File: config.mk
export PLATFORM = sky130hd
export DESIGN_NAME = arp_rx_parser_flat
export DESIGN_NICKNAME = d
export VERILOG_FILES = /design/src/rtl/arp_rx_parser_pkg.sv /design/src/rtl/arp_rx_parser_if.sv /design/src/rtl/arp_rx_parser_stat_counter.sv /design/src/rtl/arp_rx_parser.sv /design/src/flat_wrapper.sv
export SDC_FILE = /design/constraint.sdc
export NUM_CORES = 1
export LEC_CHECK = 0
export ABC_AREA = 1
export CAP_MARGIN = 20
export CORE_UTILIZATION = 39
export CTS_BUF_LIST = sky130_fd_sc_hd__clkbuf_8
export DETAILED_ROUTE_END_ITERATION = 6
export HOLD_SLACK_MARGIN = 0.12
export PLACE_DENSITY_LB_ADDON = 0.12
export SLEW_MARGIN = 0
export SYNTH_ARGS = -nofsm -noshare
export SYNTH_HDL_FRONTEND = slang
export SYNTH_SLANG_ARGS = --single-unit
File: constraint.sdc
create_clock -name clk -period 2.3 [get_ports clk]
set_input_delay 0.23 -clock clk [delete_from_list [all_inputs] [get_ports clk]]
set_output_delay 0.23 -clock clk [all_outputs]
set_load 0.03 [all_outputs]
File: src/rtl/arp_rx_parser_pkg.sv
// Shared constants for the ARP receive parser: protocol field values,
// byte offsets within an Ethernet+ARP frame, FSM state encoding, and a
// helper that checks one fixed header byte against its expected value.
package toe_pkg;

  localparam logic [15:0] ETHERTYPE_ARP  = 16'h0806;
  localparam logic [15:0] ARP_HTYPE_ETH  = 16'h0001;
  localparam logic [15:0] ARP_PTYPE_IPV4 = 16'h0800;
  localparam logic [7:0]  ARP_HLEN_ETH   = 8'd6;
  localparam logic [7:0]  ARP_PLEN_IPV4  = 8'd4;
  localparam logic [15:0] ARP_OPER_REQ   = 16'h0001;
  localparam logic [15:0] ARP_OPER_REP   = 16'h0002;

  // Byte offsets counted from the first destination-MAC byte.
  localparam int ARP_OFF_ETYPE = 12;
  localparam int ARP_OFF_HTYPE = 14;
  localparam int ARP_OFF_PTYPE = 16;
  localparam int ARP_OFF_HLEN  = 18;
  localparam int ARP_OFF_PLEN  = 19;
  localparam int ARP_OFF_OPER  = 20;
  localparam int ARP_OFF_SHA   = 22;
  localparam int ARP_OFF_SPA   = 28;
  localparam int ARP_OFF_TPA   = 38;
  localparam int ARP_MIN_LEN   = 42;

  typedef enum logic [1:0] {
    ST_RUN    = 2'd0,
    ST_COMMIT = 2'd1,
    ST_DROP   = 2'd2
  } arp_state_e;

  // True when byte b at position idx matches the fixed header, or when
  // idx is not a checked position.
  function automatic logic hdr_byte_ok(input logic [5:0] idx, input logic [7:0] b);
    logic ok;
    ok = 1'b1;
    case (idx)
      6'(ARP_OFF_ETYPE):     ok = (b == ETHERTYPE_ARP[15:8]);
      6'(ARP_OFF_ETYPE + 1): ok = (b == ETHERTYPE_ARP[7:0]);
      6'(ARP_OFF_HTYPE):     ok = (b == ARP_HTYPE_ETH[15:8]);
      6'(ARP_OFF_HTYPE + 1): ok = (b == ARP_HTYPE_ETH[7:0]);
      6'(ARP_OFF_PTYPE):     ok = (b == ARP_PTYPE_IPV4[15:8]);
      6'(ARP_OFF_PTYPE + 1): ok = (b == ARP_PTYPE_IPV4[7:0]);
      6'(ARP_OFF_HLEN):      ok = (b == ARP_HLEN_ETH);
      6'(ARP_OFF_PLEN):      ok = (b == ARP_PLEN_IPV4);
      6'(ARP_OFF_OPER):      ok = (b == ARP_OPER_REQ[15:8]);
      6'(ARP_OFF_OPER + 1):  ok = (b == ARP_OPER_REQ[7:0]) || (b == ARP_OPER_REP[7:0]);
      default:               ok = 1'b1;
    endcase
    return ok;
  endfunction

endpackage

File: src/rtl/arp_rx_parser_if.sv
// Byte-serial receive stream from the Ethernet MAC. No backpressure:
// every beat with rx_valid high is consumed by the slave.
interface arp_rx_parser_if;
  logic [7:0] rx_data;
  logic       rx_valid;
  logic       rx_last;

  modport master (output rx_data, output rx_valid, output rx_last);
  modport slave  (input  rx_data, input  rx_valid, input  rx_last);
endinterface

File: src/rtl/arp_rx_parser_stat_counter.sv
// Saturating event counter: increments on i_inc, holds at all-ones.
module stat_counter #(
  parameter int STAT_W = 16
) (
  input  logic              clk,
  input  logic              reset,
  input  logic              i_inc,
  output logic [STAT_W-1:0] o_count
);

  logic [STAT_W-1:0] r_count;

  // Count events, never wrapping past all-ones.
  always_ff @(posedge clk or negedge reset) begin
    if (!reset) begin
      r_count <= '0;
    end else if (i_inc && (r_count != {STAT_W{1'b1}})) begin
      r_count <= r_count + STAT_W'(1);
    end
  end

  assign o_count = r_count;

endmodule

File: src/rtl/arp_rx_parser.sv
// ARP receive parser: validates the Ethernet/ARP header byte by byte,
// captures SHA/SPA/TPA, and writes the sender IP/MAC pair into the
// IP-to-MAC cache with a one-cycle wea strobe.
// Optional build macro: ARP_RX_TARGET_FILTER_EN -- when defined, only
// frames targeting local_ip (or gratuitous frames, SPA == TPA) are learned.
module arp_rx_parser
  import toe_pkg::*;
#(
  parameter int LOCAL_IP_W = 32,
  parameter int STAT_W     = 16
) (
  input  logic                  clk,
  input  logic                  reset,
  arp_rx_parser_if.slave        rx,
  input  logic [LOCAL_IP_W-1:0] local_ip,
  output logic [31:0]           ip_o,
  output logic [47:0]           mac_o,
  output logic                  wea,
  output logic                  is_request,
  output logic [STAT_W-1:0]     stat_learn,
  output logic [STAT_W-1:0]     stat_drop
);

  localparam logic [5:0] IDX_MAX = 6'd63;

  // Parse state.
  logic [5:0]  r_idx;
  logic        r_bad;
  logic [47:0] r_mac_sh;
  logic [31:0] r_ip_sh;
  logic [31:0] r_tpa_sh;
  logic        r_oper0;

  // FSM and registered cache-write outputs.
  arp_state_e  r_state;
  logic        r_wea;
  logic        r_req;
  logic [31:0] r_ip;
  logic [47:0] r_mac;

  logic        w_beat;
  logic        w_end;
  logic        w_bad_now;
  logic        w_in_sha;
  logic        w_in_spa;
  logic        w_in_tpa;
  logic [47:0] w_mac_next;
  logic [31:0] w_ip_next;
  logic [31:0] w_tpa_next;
  logic        w_oper0_next;
  logic        w_accept;
  logic        w_tpa_local;
  logic        w_filter_ok;
  logic        w_learn;
  logic        w_drop_inc;

  assign w_beat    = rx.rx_valid;
  assign w_end     = rx.rx_valid & rx.rx_last;
  assign w_bad_now = r_bad | (w_beat & ~hdr_byte_ok(r_idx, rx.rx_data));

  assign w_in_sha = (r_idx >= 6'(ARP_OFF_SHA)) && (r_idx < 6'(ARP_OFF_SHA + 6));
  assign w_in_spa = (r_idx >= 6'(ARP_OFF_SPA)) && (r_idx < 6'(ARP_OFF_SPA + 4));
  assign w_in_tpa = (r_idx >= 6'(ARP_OFF_TPA)) && (r_idx < 6'(ARP_OFF_TPA + 4));

  // Capture values including the current beat, so a frame whose last
  // byte is the final TPA byte can be judged on that same beat.
  always_comb begin
    w_mac_next   = r_mac_sh;
    w_ip_next    = r_ip_sh;
    w_tpa_next   = r_tpa_sh;
    w_oper0_next = r_oper0;
    if (w_beat && w_in_sha) w_mac_next = {r_mac_sh[39:0], rx.rx_data};
    if (w_beat && w_in_spa) w_ip_next  = {r_ip_sh[23:0], rx.rx_data};
    if (w_beat && w_in_tpa) w_tpa_next = {r_tpa_sh[23:0], rx.rx_data};
    if (w_beat && (r_idx == 6'(ARP_OFF_OPER + 1))) w_oper0_next = rx.rx_data[0];
  end

  assign w_accept    = w_end && (r_idx >= 6'(ARP_MIN_LEN - 1)) && !w_bad_now;
  assign w_tpa_local = (LOCAL_IP_W'(w_tpa_next) == local_ip);

`ifdef ARP_RX_TARGET_FILTER_EN
  assign w_filter_ok = w_tpa_local || (w_ip_next == w_tpa_next);
`else
  assign w_filter_ok = 1'b1;
`endif

  // Learn condition; sampled on the edge that enters COMMIT so wea is
  // already high during the COMMIT cycle.
  assign w_learn = w_accept && (w_ip_next != 32'd0) && !w_mac_next[40] && w_filter_ok;

  // Byte counter, sticky header error and field shift registers.
  always_ff @(posedge clk or negedge reset) begin
    if (!reset) begin
      r_idx    <= '0;
      r_bad    <= 1'b0;
      r_mac_sh <= '0;
      r_ip_sh  <= '0;
      r_tpa_sh <= '0;
      r_oper0  <= 1'b0;
    end else begin
      r_mac_sh <= w_mac_next;
      r_ip_sh  <= w_ip_next;
      r_tpa_sh <= w_tpa_next;
      r_oper0  <= w_oper0_next;
      if (w_end) begin
        r_idx <= '0;
        r_bad <= 1'b0;
      end else if (w_beat) begin
        if (r_idx != IDX_MAX) r_idx <= r_idx + 6'd1;
        r_bad <= w_bad_now;
      end
    end
  end

  // Frame-end FSM with registered cache-write outputs. Parsing keeps
  // running in COMMIT/DROP so a back-to-back frame loses no bytes.
  always_ff @(posedge clk or negedge reset) begin
    if (!reset) begin
      r_state <= ST_RUN;
      r_wea   <= 1'b0;
      r_req   <= 1'b0;
      r_ip    <= '0;
      r_mac   <= '0;
    end else begin
      if (w_end) r_state <= w_accept ? ST_COMMIT : ST_DROP;
      else       r_state <= ST_RUN;
      r_wea <= w_learn;
      r_req <= w_learn && w_oper0_next && w_tpa_local;
      if (w_learn) begin
        r_ip  <= w_ip_next;
        r_mac <= w_mac_next;
      end
    end
  end

  // A well-formed frame that failed the learn condition counts as a drop.
  assign w_drop_inc = (r_state == ST_DROP) || ((r_state == ST_COMMIT) && !r_wea);

  stat_counter #(.STAT_W(STAT_W)) u_learn_cnt (
    .clk     (clk),
    .reset   (reset),
    .i_inc   (r_wea),
    .o_count (stat_learn)
  );

  stat_counter #(.STAT_W(STAT_W)) u_drop_cnt (
    .clk     (clk),
    .reset   (reset),
    .i_inc   (w_drop_inc),
    .o_count (stat_drop)
  );

  assign ip_o       = r_ip;
  assign mac_o      = r_mac;
  assign wea        = r_wea;
  assign is_request = r_req;

endmodule

File: src/flat_wrapper.sv
// flat-port wrapper written by rule: the top's interface ports become plain ports
module arp_rx_parser_flat import toe_pkg::*;
#(
  parameter int LOCAL_IP_W = 32,
  parameter int STAT_W     = 16
)
  (clk, reset, local_ip, ip_o, mac_o, wea, is_request, stat_learn, stat_drop, rx_rx_data, rx_rx_valid, rx_rx_last);
  arp_rx_parser_if rx_i ();
  input  logic clk;
  input  logic reset;
  input  logic [LOCAL_IP_W-1:0] local_ip;
  output logic [31:0] ip_o;
  output logic [47:0] mac_o;
  output logic wea;
  output logic is_request;
  output logic [STAT_W-1:0] stat_learn;
  output logic [STAT_W-1:0] stat_drop;
  input wire logic [$bits(rx_i.rx_data)-1:0] rx_rx_data;
  input wire logic [$bits(rx_i.rx_valid)-1:0] rx_rx_valid;
  input wire logic [$bits(rx_i.rx_last)-1:0] rx_rx_last;
  assign rx_i.rx_data = rx_rx_data;
  assign rx_i.rx_valid = rx_rx_valid;
  assign rx_i.rx_last = rx_rx_last;
  arp_rx_parser #(.LOCAL_IP_W(LOCAL_IP_W), .STAT_W(STAT_W)) u_core (.clk(clk), .reset(reset), .rx(rx_i), .local_ip(local_ip), .ip_o(ip_o), .mac_o(mac_o), .wea(wea), .is_request(is_request), .stat_learn(stat_learn), .stat_drop(stat_drop));
endmodule
==> impl_metrics.ini <==
[setup_path]
crit_path_top_delay_cell = dfrtp_2
required_ns = 2.72
critPathArrivalTime_ns = 2.79
cp.buffers_inverters = 4
max_stage_delay_ns = 0.44
cp_max_fo = 9
worstPathCellList = nand2_4, inv_4, nand3_4, buf_6, nand2_1, o21ai_1, nor3_2, nand2_1, nor2_2, nand2_2, nand2_4, nor2_4, clkbuf_16, buf_12, nand2_1, nand2_1
crit_path_start_kind = flop
cp_top_family = simple AND/OR/NAND/NOR gates
end_kind = flop
path_class = reg2reg
crit_top_cell = nand2_1

[grt]
grt.overflow.total = 0
grtUsageTotal_pct = 20.9
grt_use_met3_pct = 3.47
grt_max_degree = 77
gr-usage-met2_pct = 33.0
grt_pass1_wl_mm = 48.5
antenna_found_initial = 0
grt_pass1_vias = 9569
busiest_layer = met2
grt_use_met1_pct = 28.9

[timing]
tns_ns = -3.05
tightest_slew_ns = 0.604
hold_violations = 0
period_share_pct = 103
postLayoutSetupSlackWorst_ns = -0.0631
rsz0062_at_grt = yes
fin_worst_skew_ns = 0.0144
period_minus_slack_ns = 2.36
maxSlewViolCount = 0
relSlewSlack_pct = 59.8
finalSetupViolCount = 81
max_freq_mhz = 423

[routing]
drc = 0
viasPerCell = 4.63
drtPass1Iterations = 5
vias = 9584
ant_nets = 0
wl_per_cell_um = 15.0
drt_wl_total_mm = 31.0
drt_iter0_markers = 478

[clock_network]
cts_buffer_depth = 3
path_clk_slew_ns = 0.06
ctsHtreeMaxLevel = 2
numCtsBuffers = 41
clk_latency_ns = 0.55
cts_sinks = 236
cts_tree = yes
root_buffer = clkbuf_8

[pwr]
p_per_area_nw_per_um2 = 632
cellLeakagePower_nw = 7.90
internal_power_mw = 7.32
ir_worst_vdd_mv = 0.313
combPwrFrac_pct = 12.8
switchingPower_mw = 2.66
switching_share_pct = 26.6
p_clk_share_pct = 41.3
pwr-share-seq_pct = 45.8

[synth]
avgSynthCellArea_um2 = 8.16
ys_types = 32
yosys-top-cells-area = dfrtp_1 53%, nand2_1 14%, inv_1 7.7%, o21bai_1 5.3%, nand3_1 3.0%
synth_top_area_cell = dfrtp_1
synth_top_flop_cell = dfrtp_1
syn_area_um2 = 11200
yosysSeqAreaShare_pct = 52.9
async_flop_share_pct = 100
syn_nets = 1420
synth_warnings = 0
synth_edf_count = 0
synth_top_area_share_pct = 52.9
ys_ff_latch = 236
syn_inst = 1369

[layout]
antenna_cells = 0
fin_area_um2 = 15800
nNetsFinal = 1715
instances_no_fill = 2070
syn_to_final_growth_pct = 41.4
drive_above_1_share_pct = 16.6

[placement]
place_area_um2 = 14000
gp_congestion = 0.855
port-buffer-count = 157
hpwlAfterDp_mm = 19.8
dp.cells = 1963

[hold_path]
hold_class = in2async

[die]
die_x_um = 171
die_area_um2 = 29300
pin_count = 158
num_rows = 61
core_area_um2 = 28000
start_util_pct = 39.9
die_h_um = 171

[status]
violations = negative setup slack
outcome = finished with violations

[job]
max-cap-violations = 0
## state kept, by name, indices dropped and copies added, names as in the netlist
signal	flops
u_core.is_request	1
u_core.ip_o	32
u_core.r_mac_sh	48
u_core.u_learn_cnt.o_count	16
u_core.mac_o	48
u_core.r_tpa_sh	32
u_core.r_state	2
u_core.r_idx	6
u_core.r_bad	1
u_core.r_ip_sh	32
u_core.wea	1
u_core.r_oper0	1
u_core.u_drop_cnt.o_count	16
## path summary, 6_finish.rpt
check / start / end / slack, ns / cells past startpoint
setup / recovery: u_core.r_idx[2]$_DFFE_PN0P_ / u_core.mac_o[8]$_DFFE_PN0P_ / -0.06 / 16
max in group asynchronous: reset / u_core.r_mac_sh[3]$_DFF_PN0_ / 1.35 / 3
setup reg to reg: u_core.r_idx[2]$_DFFE_PN0P_ / u_core.mac_o[8]$_DFFE_PN0P_ / -0.06 / 16
hold / removal: reset / u_core.u_learn_cnt.o_count[1]$_DFFE_PN0P_ / 0.28 / 2
min in group clk: rx_rx_last / u_core.r_idx[1]$_DFFE_PN0P_ / 0.45 / 4
hold reg to reg: u_core.u_drop_cnt.o_count[14]$_DFFE_PN0P_ / u_core.u_drop_cnt.o_count[14]$_DFFE_PN0P_ / 0.49 / 1
## metrics by stage
step / util (%) / hold slack, ns / worst slack (ns) / power (mW)
4_1_cts: 54.9 / 0.264 / -0.0394 / 10.1
6_report: 56.4 / 0.277 / -0.0631 / 9.98
5_1_grt: 56.4 / 0.318 / -0.238 / 10.4
3_5_place_dp: 49.8 / 0.266 / -0.304 / 5.78
3_3_place_gp: 49.8 / 0.266 / -0.267 / 5.77
2_1_floorplan: - / -0.0656 / 0.0647 / 5.19
## metal layers
| layer | share of wire [%] | vias up |
|---|---|---|
| met1 | 47 | 4514 |
| met2 | 46 | 193 |
| li1 | - | 4820 |
| met5 | 0 | - |
| met3 | 4.2 | 57 |
| met4 | 2.4 | 0 |
## placed cells by master, fill, tap and decap left out, types with 5 or more instances in the layout
cell and n:
o211ai_1 8, o21ai_0 43, ha_1 7, inv_2 13, nand2_1 404, clkbuf_8 49, nor3_1 5, nand3b_1 7
dfrtp_1 234, o21bai_1 79, clkdlybuf4s50_1 156, inv_1 239, o21ai_2 19, buf_6 12, xor2_1 16, buf_16 9
o21ai_1 20, nor2_4 6, buf_4 98, a21oi_1 26, buf_12 12, nor2_1 71, nand4_1 7, mux2_2 7
nand3_1 64, xnor2_1 17, nand2_2 6, clkbuf_16 10
## what timing repair did
action | CTS | global route
pin swaps | 16 | 20
hold buffers | 1 | 0
setup buffers | 14 | 3
gates cloned | 7 | 12
hold endpoints to repair | 69 | 0
endpoints found under the setup margin | 82 | 82
gates resized for setup | 59 | 41
## final cells by class
class	count	area (um^2)
clock buffers	49	674
clock inverters	22	204
fillers	2601	12200
inverters	242	916
multi-input cells	841	4360
flip-flops and latches	236	5910
well taps	378	473
repair buffers	302	3260
## synthesized netlist by cell type (8+ instances only)
cell type / n
nand2_1: 412
dfrtp_1: 236
inv_1: 230
nor2_1: 79
o21bai_1: 79
nand3_1: 68
o21ai_0: 51
o21ai_1: 32
buf_2: 29
a21oi_1: 28
clkbuf_1: 19
xnor2_1: 17
xor2_1: 16
inv_2: 12
o211ai_1: 8
## power by group through the flow
stage | logic, mW | registers [mW] | clock network, mW
final | 1.28 | 4.58 | 4.13
after global routing | 1.43 | 4.61 | 4.41
after CTS | 1.24 | 4.57 | 4.25
after detailed placement | 1.14 | 4.64 | 0
after global placement | 1.13 | 4.64 | 0
after floorplan | 0.503 | 4.69 | 0
## logic make-up (layout without fill, tap and decap cells)
family | Yosys count | after routing | share of synthesized area, %
simple gates | 592 | 593 | 21.7
fa+ha+maj | 7 | 7 | 0.784
xor+xnor | 33 | 33 | 2.59
flops | 236 | 236 | 52.9
mux | 7 | 7 | 0.706
buf+inv | 293 | 615 | 10.3
compound gates | 201 | 201 | 11.0
Power figures use the tool's default switching activity.
